### src/rtl/timer_regs_pkg.sv
// Shared constants for the APB timer register block: register offsets, TSR bit positions, FSM states.
package timer_regs_pkg;

    localparam logic [1:0] OFS_TDR = 2'd0;
    localparam logic [1:0] OFS_TCR = 2'd1;
    localparam logic [1:0] OFS_TSR = 2'd2;

    localparam int TSR_OVF = 0;
    localparam int TSR_UDF = 1;

    typedef enum logic [1:0] {
        IDLE  = 2'd0,
        WAIT  = 2'd1,
        READY = 2'd2
    } state_e;

endpackage

### src/rtl/timer_ch_regs.sv
// One timer channel's TDR/TCR/TSR: TCR writes are masked, TSR is write-1-to-clear with hardware set.
// Updates land on the commit edge; a hardware set wins over a same-cycle software clear.
module timer_ch_regs
    import timer_regs_pkg::*;
#(
    parameter int                    DATA_WIDTH = 8,
    parameter logic [DATA_WIDTH-1:0] TCR_MASK   = 'hB3
) (
    input  logic                  clk_i,
    input  logic                  rst_i,
    input  logic                  wr_en_i,
    input  logic [1:0]            ofs_i,
    input  logic [DATA_WIDTH-1:0] wdata_i,
    input  logic [1:0]            tsr_set_i,
    output logic [DATA_WIDTH-1:0] tdr_o,
    output logic [DATA_WIDTH-1:0] tcr_o,
    output logic [DATA_WIDTH-1:0] tsr_o
);

    logic [DATA_WIDTH-1:0] tdr_q, tdr_d;
    logic [DATA_WIDTH-1:0] tcr_q, tcr_d;
    logic [1:0]            tsr_q, tsr_d;
    logic [1:0]            clr;

    always_comb begin
        tdr_d = tdr_q;
        tcr_d = tcr_q;
        clr   = 2'b00;
        if (wr_en_i && ofs_i == OFS_TDR) tdr_d = wdata_i;
        if (wr_en_i && ofs_i == OFS_TCR) tcr_d = wdata_i & TCR_MASK;
        if (wr_en_i && ofs_i == OFS_TSR) clr = wdata_i[1:0];
        tsr_d          = '0;
        tsr_d[TSR_OVF] = tsr_set_i[0] | (tsr_q[TSR_OVF] & ~clr[TSR_OVF]);
        tsr_d[TSR_UDF] = tsr_set_i[1] | (tsr_q[TSR_UDF] & ~clr[TSR_UDF]);
    end

    always_ff @(posedge clk_i) begin
        if (rst_i) begin
            tdr_q <= '0;
            tcr_q <= '0;
            tsr_q <= '0;
        end else begin
            tdr_q <= tdr_d;
            tcr_q <= tcr_d;
            tsr_q <= tsr_d;
        end
    end

    assign tdr_o = tdr_q;
    assign tcr_o = tcr_q;
    assign tsr_o = {{(DATA_WIDTH-2){1'b0}}, tsr_q};

endmodule

### src/rtl/apb_timer_regs.sv
// APB slave register file for NUM_CH timer channels with WAIT_STATES wait cycles; transfer = WAIT_STATES+2 cycles.
// PREADY is held low during wait cycles; APB_PSLVERR_EN enables PSLVERR on invalid addresses.
module apb_timer_regs
    import timer_regs_pkg::*;
#(
    parameter int                    ADDR_WIDTH  = 8,
    parameter int                    DATA_WIDTH  = 8,
    parameter int                    NUM_CH      = 4,
    parameter int                    WAIT_STATES = 1,
    parameter logic [DATA_WIDTH-1:0] TCR_MASK    = 'hB3
) (
    input  logic                         PCLK,
    input  logic                         PRESET,
    input  logic                         PSEL,
    input  logic                         PENABLE,
    input  logic                         PWRITE,
    input  logic [ADDR_WIDTH-1:0]        PADDR,
    input  logic [DATA_WIDTH-1:0]        PWDATA,
    output logic [DATA_WIDTH-1:0]        PRDATA,
    output logic                         PREADY,
    output logic                         PSLVERR,
    output logic [NUM_CH*DATA_WIDTH-1:0] TDR,
    output logic [NUM_CH*DATA_WIDTH-1:0] TCR,
    output logic [NUM_CH*DATA_WIDTH-1:0] TSR,
    output logic [NUM_CH-1:0]            tdr_wr,
    input  logic [2*NUM_CH-1:0]          tsr_set
);

    state_e                  state_q, state_d;
    logic [3:0]              cnt_q, cnt_d;
    logic [ADDR_WIDTH-1:0]   addr_q, addr_d;
    logic                    write_q, write_d;
    logic [NUM_CH-1:0]       tdr_wr_q, tdr_wr_d;
    logic [NUM_CH-1:0]       ch_wr_en;
    logic [1:0]              ofs;
    logic [ADDR_WIDTH-3:0]   ch_idx;
    logic                    addr_err;
    logic                    commit;
    logic [DATA_WIDTH-1:0]   rd_data;

    // Decode works from the address captured at setup so PRDATA never depends on live PADDR.
    assign ofs      = addr_q[1:0];
    assign ch_idx   = addr_q[ADDR_WIDTH-1:2];
    assign addr_err = (ofs == 2'd3) || (int'(ch_idx) >= NUM_CH);
    assign commit   = (state_q == READY) && PSEL && PENABLE && PWRITE && !addr_err;

    always_comb begin
        state_d = state_q;
        cnt_d   = cnt_q;
        addr_d  = addr_q;
        write_d = write_q;
        case (state_q)
            IDLE: begin
                if (PSEL && !PENABLE) begin
                    addr_d  = PADDR;
                    write_d = PWRITE;
                    if (WAIT_STATES == 0) begin
                        state_d = READY;
                    end else begin
                        state_d = WAIT;
                        cnt_d   = 4'(WAIT_STATES);
                    end
                end
            end
            WAIT: begin
                if (!PSEL) begin
                    state_d = IDLE;
                    cnt_d   = '0;
                end else if (cnt_q <= 4'd1) begin
                    state_d = READY;
                    cnt_d   = '0;
                end else begin
                    cnt_d = cnt_q - 4'd1;
                end
            end
            READY:   state_d = IDLE;
            default: state_d = IDLE;
        endcase
    end

    always_ff @(posedge PCLK) begin
        if (PRESET) begin
            state_q  <= IDLE;
            cnt_q    <= '0;
            addr_q   <= '0;
            write_q  <= 1'b0;
            tdr_wr_q <= '0;
        end else begin
            state_q  <= state_d;
            cnt_q    <= cnt_d;
            addr_q   <= addr_d;
            write_q  <= write_d;
            tdr_wr_q <= tdr_wr_d;
        end
    end

    genvar c;
    generate
        for (c = 0; c < NUM_CH; c++) begin : g_ch
            assign ch_wr_en[c] = commit && (int'(ch_idx) == c);
            assign tdr_wr_d[c] = ch_wr_en[c] && (ofs == OFS_TDR);

            timer_ch_regs #(
                .DATA_WIDTH (DATA_WIDTH),
                .TCR_MASK   (TCR_MASK)
            ) u_ch (
                .clk_i     (PCLK),
                .rst_i     (PRESET),
                .wr_en_i   (ch_wr_en[c]),
                .ofs_i     (ofs),
                .wdata_i   (PWDATA),
                .tsr_set_i (tsr_set[2*c +: 2]),
                .tdr_o     (TDR[c*DATA_WIDTH +: DATA_WIDTH]),
                .tcr_o     (TCR[c*DATA_WIDTH +: DATA_WIDTH]),
                .tsr_o     (TSR[c*DATA_WIDTH +: DATA_WIDTH])
            );
        end
    endgenerate

    always_comb begin
        rd_data = '0;
        if (state_q == READY && !write_q && !addr_err) begin
            for (int i = 0; i < NUM_CH; i++) begin
                if (int'(ch_idx) == i) begin
                    case (ofs)
                        OFS_TDR: rd_data = TDR[i*DATA_WIDTH +: DATA_WIDTH];
                        OFS_TCR: rd_data = TCR[i*DATA_WIDTH +: DATA_WIDTH];
                        OFS_TSR: rd_data = TSR[i*DATA_WIDTH +: DATA_WIDTH];
                        default: rd_data = '0;
                    endcase
                end
            end
        end
    end

    assign PRDATA = rd_data;
    assign PREADY = (state_q == READY);
    assign tdr_wr = tdr_wr_q;

`ifdef APB_PSLVERR_EN
    assign PSLVERR = (state_q == READY) && addr_err;
`else
    assign PSLVERR = 1'b0;
`endif

endmodule

### config.mk
export PLATFORM = sky130hd
export DESIGN_NAME = apb_timer_regs
export DESIGN_NICKNAME = d
export VERILOG_FILES = /design/src/rtl/timer_regs_pkg.sv /design/src/rtl/timer_ch_regs.sv /design/src/rtl/apb_timer_regs.sv
export SDC_FILE = /design/constraint.sdc
export NUM_CORES = 1
export LEC_CHECK = 0
export CORE_MARGIN = 2
export CORE_UTILIZATION = 45
export DETAILED_ROUTE_END_ITERATION = 8
export GPL_ROUTABILITY_DRIVEN = 0
export PLACE_DENSITY = 0.82
export SYNTH_ARGS = -nofsm -noshare
export SYNTH_HDL_FRONTEND = slang
export SYNTH_HIERARCHICAL = 1
export SYNTH_SLANG_ARGS = --single-unit
### constraint.sdc
create_clock -name PCLK -period 3.22 [get_ports PCLK]
set_input_delay 0.644 -clock PCLK [delete_from_list [all_inputs] [get_ports PCLK]]
set_output_delay 0.644 -clock PCLK [all_outputs]
set_load 0.005 [all_outputs]
---- Word-level counts from Yosys, hierarchy flattened ----
Cells that the tools add are included.
word-level totals
  flip-flop bits (word level) ............. 79
  bits of input ports ..................... 29
  output and inout port bits .............. 110
  logic and storage cells ................. 109
cells by class
  add/sub/neg operators ................... 1
  $lt $le $gt $ge ......................... 2
  eq/ne operators ......................... 10
  mux-type cells .......................... 21
  bitwise operators ....................... 24
  reduce and logical (&&, ||, !) cells .... 34
operators by type and width
  kind                 count
  $pmux 8 s3           4
  $mux 8               5
  $logic_and 1x1->1    23
  $mux 2               7
  $eq 6x3->1 const B   2
  $mux 4               3
  $and 1x1->1          8
  $not 1->1            8
  $or 1x1->1           8
  $pmux 4 s2           1
  $eq 2x2->1 const B   3
  $eq 6x2->1 const B   1
  $ge 6x3->1 const B   1
  $logic_not 6->1      1
  $reduce_and 2->1     3
  $eq 2x1->1 const B   2
  $le 4x1->1 const B   1
  $logic_not 2->1      2
  $pmux 2 s2           1
  $sub 4x1->4 const B  1
  $logic_not 1->1      3
  $ne 3x3->1 const B   1
  $ne 2x2->1 const B   1
  $reduce_bool 2->1    1
  $logic_or 1x1->1     1

---- Depth between registers and ports, before layout ----
  depth after elaboration ................. 11
  gate-level depth with buffers ........... 9
  gate-level depth less buffers ........... 5

---- Hierarchy ----
Netlist, hierarchy kept.
modules (own cells, without submodules)
  module          instances  cells each  area each (µm²)  sequential area each (µm²)
  timer_ch_regs   4          71          713.2            300.3
  apb_timer_regs  1          196         1771.7           380.4

---- Worst setup path before layout ----
Ideal clock, no wire load.
  path type ............................... reg2out
  start ................................... reg addr_q[0]
  end ..................................... out PRDATA[1]
  arrival time ............................ 1962 ps
  slack ................................... 614 ps
  cell stages (with the launch flop) ...... 4
  buffers on the path ..................... 1
  path through ............................ dfxtp_1 buf_2 mux4_2 a2111oi_1
on the way
  word-level cells in the longest chain between the ends .. 7
  elaborated cells between the ends (all ways) .. 16
ends and longest elaborated chain
  element                                   RTL line               RTL
  start, declared                           apb_timer_regs.sv:31   logic [ADDR_WIDTH-1:0] addr_q, addr_d;
  start signal, assigned                    apb_timer_regs.sv:91   addr_q <= addr_d;
  $eq 2x2->1, or another cell as far along  apb_timer_regs.sv:125  case (ofs)
  $pmux 8 s3                                apb_timer_regs.sv:125
  $mux 8 (4 in series)                      apb_timer_regs.sv:124  if (int'(ch_idx) == i) begin
  $mux 8 *                                  apb_timer_regs.sv:122  if (state_q == READY && !write_q && !addr_err) begin
  end, declared                             apb_timer_regs.sv:19   output logic [DATA_WIDTH-1:0] PRDATA,
Mark *: on every way between the ends. The rest lies on a longest branch, timed or not.

---- Final worst setup path ----
  start ................................... reg addr_q[1]
  end ..................................... out PRDATA[3]
Same word-level chain as after synthesis.

==> impl.org <==
** Outcome
- Run status :: finished, final reports clean

** Timing
- Across all setup checks in the final design, the least slack found is 0.0517 ns.
- Measured slew at the worst slew-check pin :: between 0.9 and 1 ns
- Setup violations remaining at the end of the flow were counted as 0.
- The final count of hold timing violations came to 0.
- Maximum operating frequency :: between 300 and 400 MHz
- Setup repair after global routing could not meet its margin everywhere.
- The max-slew violation count was 0.
- Adding up every negative setup slack in the final design gives 0 ns.
- On the final layout, the worst hold slack is approximately 0.46 ns.
- Of the available clock period, the critical path in the final layout requires 0.984.
- Between clock sinks in the finished design, the worst skew comes to roughly 0.015 ns.
- In this run the tightest slew margin relative to its limit is 0.362.
- Clock period minus worst slack :: between 3 and 4 ns

** Route
- After detailed routing, the number of remaining DRC violations is 0.
- The detail route stage leaves a number of antenna-violating nets equal to 0.
- Routed len/inst :: roughly 19 um
- Via total after detailed routing :: 3846
- Total length of routed wires :: ~13000 um
- Pre-Repair DR Iteration Count :: 4
- Using the TritonRoute via totals, the vias-per-cell ratio works out to 5.36.
- Drt initial violations :: 177

** Critical path
- STA classifies the critical path endpoint as a primary output.
- The critical path goes through buf_12 -> mux2i_1 -> mux4_2 -> a2111oi_2 -> clkdlybuf4s50_1.
- Critical path type :: reg2out
- In this run the worst path has a maximum fanout of 23.
- At the worst endpoint, the required time is 2.58 ns.
- Crit-path slowest cell :: sky130_fd_sc_hd__clkdlybuf4s50_1
- STA puts the critical path data arrival time at around 2.5 ns.
- STA classifies the critical path startpoint as a flop.
- Delay of the slowest cell on the worst path :: around 0.56 ns

** Pwr
- Power share of the clock group :: 0.379
- Sw Share :: 0.254
- Power Internal :: approximately 1500 uW
- Peak supply drop :: about 0.19 mV
- Overall power of the completed layout :: around 2100 uW
- Of the total power, registers draw 0.488.
- Power spread over the standard cell area amounts to 345 nW/um^2.
- Leakage :: roughly 0.0022 uW
- Summed over all nets, the switching power comes to roughly 530 uW.
- Part of the total power dissipated in combinational logic :: 0.132

** Layout
- Number of inserted filler cells in the final layout :: 851
- Area overhead of the layout relative to synthesis :: 29.5%
- The repair_antennas step left the layout with diodes totalling 0.
- Summing all multi-input logic gate instances after layout gives around 2800 um^2.
- Net total in the final layout :: 607
- Of the cells placed in the final design, the portion with a size suffix greater than 1 is 0.139.
- Register area :: between 1500 and 2000 um^2

** Synth
- Post-Synthesis Cell Area :: between 4000 and 5000 um^2
- Asr flop ratio synth :: 0
- In the synthesized netlist the dominant register cell turns out to be sky130_fd_sc_hd__dfxtp_1.
- FF+latch count, synth :: 79
- Synthesis handed over a netlist of between 400 and 500 instances.
- Yosys mapped a number of flops with a built-in enable equal to 0.
- The share of the Yosys chip area taken by registers is 0.342.
- Yosys mapped the design onto 39 distinct sky130hd cell types.
- The Yosys step of the flow raised 6 warnings.
- A synthesized cell averages between 9 and 10 um^2.

** Placed design
- Before CTS, the worst setup slack after placement is 0.127 ns.
- Number of buffers added on ports :: ~100
- Detailed placement ended at an HPWL of between 9000 and 10000 um.

** Clock network
- TritonCTS built the clock tree.
- Number of buffers on the longest clock path :: 2
- The number of hold buffers added after CTS was 0.
- In this run, CTS created clock tree buffers numbering 9.
- Clock slew seen by the registers of the worst setup and hold paths :: 0.08 ns
- Clock latency of the later-clocked register in the worst-skew pair :: 0.36 ns
- Cell at the root of the clock tree :: sky130_fd_sc_hd__clkbuf_8
- CTS H-tree depth :: 3
- The clock drives 79 sinks.

** Die
- Vertical extent of the die :: 105 um
- The initial utilization of the core area, before any placement, comes to 0.456.
- The floorplan step defined a core boundary enclosing 10100 um^2.
- After floorplanning, the core was divided into 37 placement rows.
- In this run the count of I/O pins placed on the die edge is roughly 140.
- Die width :: 105 um
- Full die area :: ~11000 um^2

** Global routing
- Number of antenna violations at the first check in global routing :: 0
- For this run, the total global-route usage over all layers was measured as 0.235.
- Via count of the first global-routing pass :: around 3900
- First-pass GRT wire length :: just over 20000 um
- Remaining Overflow, GRT :: 0
- Entering global routing, the biggest net connects 67 pins.

** Run
- Max-cap violations in this run came to 0.

** Hold path
- Class of the most critical hold timing path :: reg2reg
-- through the flow --
stage / area (um^2) / util / std cells
finish: 5990 / 0.591 / 717
floorplan: 4740 / - / 512
detailed placement: 5630 / 0.555 / 699
global placement: 5630 / 0.555 / 699
CTS: 5890 / 0.581 / 715
global route: 5990 / 0.591 / 717
-- cell usage after synthesis (3+ instances only) --
cell type                   instances  area share
sky130_fd_sc_hd__conb_1             5      0.0041
sky130_fd_sc_hd__a311oi_1           8       0.015
sky130_fd_sc_hd__mux2_2            16       0.039
sky130_fd_sc_hd__nand3b_2           4      0.0097
sky130_fd_sc_hd__clkbuf_1          15       0.012
sky130_fd_sc_hd__mux2i_1           68        0.15
sky130_fd_sc_hd__dfxtp_1           79        0.34
sky130_fd_sc_hd__buf_2              3      0.0032
sky130_fd_sc_hd__a21oi_1           12       0.013
sky130_fd_sc_hd__and3b_1            5      0.0095
sky130_fd_sc_hd__o211ai_1           3      0.0049
sky130_fd_sc_hd__buf_6              4      0.0097
sky130_fd_sc_hd__nor2_1            17       0.014
sky130_fd_sc_hd__nor3b_2            4       0.011
sky130_fd_sc_hd__nand3_1            3      0.0032
sky130_fd_sc_hd__nand2b_1         103        0.14
sky130_fd_sc_hd__inv_1             12      0.0097
sky130_fd_sc_hd__a2111oi_1          8       0.017
sky130_fd_sc_hd__nand2_1           20       0.016
sky130_fd_sc_hd__a221oi_1          16       0.030
sky130_fd_sc_hd__mux4_2             8       0.039
sky130_fd_sc_hd__buf_4             41       0.067
-- power groups by stage --
stage          Sequential [uW]  Combinational, uW  Clock [uW]
2_1_floorplan             1030                183           0
3_3_place_gp              1030                243           0
3_5_place_dp              1030                249           0
4_1_cts                   1010                255         790
5_1_grt                   1010                296         828
6_report                  1010                273         785
-- metal layers --
| layer | routed length, um | vias up | global-route usage |
|---|---|---|---|
| li1 | - | 1816 | - |
| met1 | 5240 | 1841 | 0.287 |
| met2 | 6700 | 158 | 0.402 |
| met3 | 990 | 31 | 0.0445 |
| met4 | 371 | 0 | 0.105 |
| met5 | 0 | - | 0 |
-- cell families after synthesis --
family                     Yosys count  share of synthesized area
adders and majority gates            2                    0.00541
buffers and inverters               78                      0.107
and+or+nand+nor                    172                      0.229
muxes                               92                      0.225
AOI/OAI and AO/OA                   52                     0.0874
other                                5                    0.00406
DFF                                 79                      0.342
-- worst max-delay path, delay by kind of cell (launching register included) --
family / cells / cell delay, ns
muxes: 2 / 0.64
buffers and inverters: 2 / 0.73
DFF: 1 / 0.39
AOI/OAI and AO/OA: 1 / 0.41
-- registers in the layout, indices dropped and copies added, names as in the netlist --
name,count
tdr_wr,4
g_ch.u_ch/tcr_o,20
g_ch.u_ch/tsr_q,8
state_q,2
addr_q,8
g_ch.u_ch/tdr_o,32
write_q,1
cnt_q,4
-- area by class of cell --
class	count	area share
inverter	12	0.00752
clock buffer	14	0.0288
tap	136	0.0284
multi-input combinational	355	0.464
clock inverter	2	0.00627
timing repair buffer	119	0.200
sequential	79	0.265
-- cells in the final DEF (no fill, tap or decap), types with 14 or more instances in the layout --
cell | Yosys | routed
sky130_fd_sc_hd__buf_4 | 41 | 14
sky130_fd_sc_hd__mux2_2 | 16 | 16
sky130_fd_sc_hd__conb_1 | 5 | 37
sky130_fd_sc_hd__clkdlybuf4s50_1 | 0 | 97
sky130_fd_sc_hd__nor2_1 | 17 | 17
sky130_fd_sc_hd__nand2b_1 | 103 | 103
sky130_fd_sc_hd__mux2i_1 | 68 | 68
sky130_fd_sc_hd__nand2_1 | 20 | 20
sky130_fd_sc_hd__dfxtp_1 | 79 | 76
sky130_fd_sc_hd__a221oi_1 | 16 | 15
-- repair_timing --
| action | CTS | global route |
|---|---|---|
| endpoints found under the setup margin | 8 | 8 |
| setup buffers | 0 | 2 |
| pin swaps | 0 | 2 |
| resized for setup | 8 | 12 |
-- path summary, 6_finish.rpt --
| path | start | endpoint | slack, ns | cells after the start |
|---|---|---|---|---|
| min reg2reg | write_q | write_q | 0.46 | 2 |
| max | addr_q[1] | PRDATA[3] | 0.05 | 5 |
| max reg2reg | addr_q[7] | g_ch[2].u_ch/tdr_o[6] | 1.01 | 6 |
| min | write_q | write_q | 0.46 | 2 |
(Power assumes the default switching activity.)
==> RTL change (config.mk and constraints unchanged) <==
Re-encode `state_e` (3 states) as one-hot, 3 bits wide.
--- a/src/rtl/timer_regs_pkg.sv
+++ b/src/rtl/timer_regs_pkg.sv
@@ -8,10 +8,10 @@
     localparam int TSR_OVF = 0;
     localparam int TSR_UDF = 1;
 
-    typedef enum logic [1:0] {
-        IDLE  = 2'd0,
-        WAIT  = 2'd1,
-        READY = 2'd2
+    typedef enum logic [2:0] {
+        IDLE  = 3'b001,
+        WAIT  = 3'b010,
+        READY = 3'b100
     } state_e;
 
 endpackage
Formal check against the unedited RTL: same outputs for any inputs over 4 cycles, from zero or initial values and one cycle with PRESET high; so few cycles prove little.
==> RTL change against the original RTL <==
Global-route usage up 0.098 points. Setup slack improved by 0.081 ns. Sequential cell count up 1. Design area decreased by 3.0%. Non-clock buffer count decreased by 4. Total power fell by 8.3%. Area after synthesis increased by 0.35%. Register-to-register slack better by 0.33 ns. Count of clock-buffer cells in the layout down 3. Routed wire length rose by 1.7%. Critical path depth up 1. Hold slack better by 0.017 ns. Clock power down 21%. Largest cell class unchanged. Largest power group unchanged.
==> RTL change: results (changes against the original RTL) <==
Outcome
  – Status: complete, no violations (unchanged)

Synth
  – Area fraction of the dominant cell type after synthesis: 0.3451 (was 0.3420)
  – Synth warnings: 6 (unchanged)
  – Mux cell area share after synthesis: 0.1812 (was 0.2251)
  – Synth top cells by count: 88 x nand2b_1, 84 x mux2i_1, 80 x dfxtp_1, 44 x buf_4, 37 x nor2_1 (was 103 x nand2b_1, 79 x dfxtp_1, 68 x mux2i_1, 41 x buf_4, 20 x nand2_1)
  – Cell variety after synth: 40 (was 39)
  – Register area share after synthesis: 0.3451 (was 0.3420)
  – Adder-cell share of the synthesized area: 0.005392 (was 0.005411)
  – Compound-Gate Fraction of Synth Area: 0.1065 (was 0.08739)
  – Top_reg_cell synth: dfxtp_1 (unchanged)
  – Largest cells by area after synthesis: dfxtp_1 35%, mux2i_1 18%, nand2b_1 12% (was dfxtp_1 34%, mux2i_1 15%, nand2b_1 14%)

Global route
  – First-pass GRT wire length: 20440 um (was 20310 um)
  – Largest net degree at the start of global routing: 46 (was 67)
  – GRT Util Overall: 0.2364 (was 0.2354)

Layout
  – Fin nets: 642 (was 607)
  – Max reg flops: 32 (unchanged)
  – Share of cells above drive strength 1: 0.08130 (was 0.1394)
  – Filler instances: 928 (was 851)

STA
  – Worst slew margin: 0.4433 (was 0.3624)
  – Worst Skew: 0.009256 ns (was 0.01450 ns)

Power and ir drop
  – Leakage Power: 0.002205 uW (was 0.002243 uW)
  – Psw: 508.4 uW (was 526.2 uW)
  – Worst vdd ir: 191.0 uV (was 187.8 uV)
  – Clock network power share: 0.325 (was 0.379)
  – P_seq: 1020 uW

Min path
  – Hold Startpoint: write_q (unchanged)
  – WHS Path Cells: 2 (unchanged)

Setup path
  – Worst Path Arrival: 2.44 ns (was 2.52 ns)
  – Largest incremental delay on the critical path: 0.58 ns (was 0.56 ns)
  – R2R Setup Slk: 1.34 ns (was 1.01 ns)
  – R2r startpoint: state_q[2] (was addr_q[7])
  – Worst reg2reg endpoint: cnt_q[0] (was g_ch[2].u_ch/tdr_o[6])
  – Critical path destination: PRDATA[1] (was PRDATA[3])
  – R2R depth: 4 (was 6)

Detailed routing
  – Met3 wire length: 1024 um (was 990 um)
  – WL met2: 6525 um (was 6698 um)
  – DR pass1 iterations: 5 (was 4)
  – M1 wire length: 5437 um (was 5240 um)
  – 1st-iter DRT viols: 253 (was 177)
  – Vias after detailed routing: 4044 (was 3846)
  – Routed wire length: 13530 um (was 13300 um)

Clock tree
  – PostCTS Resize Cnt: 1 (was 8)
  – Clk slew on worst S/H paths: 0.08 ns (about the same)
  – Cts bufs inserted: 9 (unchanged)

Placed design
  – PortBufs: 101 (unchanged)
  – Dpl hpwl: 10380 um (was 9798 um)
  – Dpl cell area: 5622 um^2 (was 5628 um^2)
## RTL change: metal layers
layer / track usage / up-vias
met5: 0 / -
met4: 0.1147 / 0
met3: 0.05257 / 43
met2: 0.4055 / 189
met1: 0.2783 / 1908
li1: - / 1904
## RTL change: per-stage QoR
| step | util | setup WS, ns | std cells | hold slack, ns | total power (uW) |
|---|---|---|---|---|---|
| 4_1_cts | 0.5677 | 0.01047 | 750 | 0.4829 | 1893 |
| 6_report | 0.5701 | 0.1328 | 751 | 0.4757 | 1897 |
| 3_5_place_dp | 0.5520 | 0.3711 | 735 | 0.4721 | 1288 |
| 2_1_floorplan | - | 0.9626 | 551 | 0.4311 | 1222 |
| 3_3_place_gp | 0.5520 | 0.3880 | 735 | 0.4403 | 1280 |
| 5_1_grt | 0.5701 | 0.05014 | 751 | 0.5155 | 1960 |
## RTL change: cell type report
class,count,area share
multi-input combinational,384,0.4605
sequential,80,0.2767
timing repair buffer,115,0.1935
tap,136,0.02930
clock buffer,11,0.02262
inverter,21,0.01357
clock inverter,4,0.003878
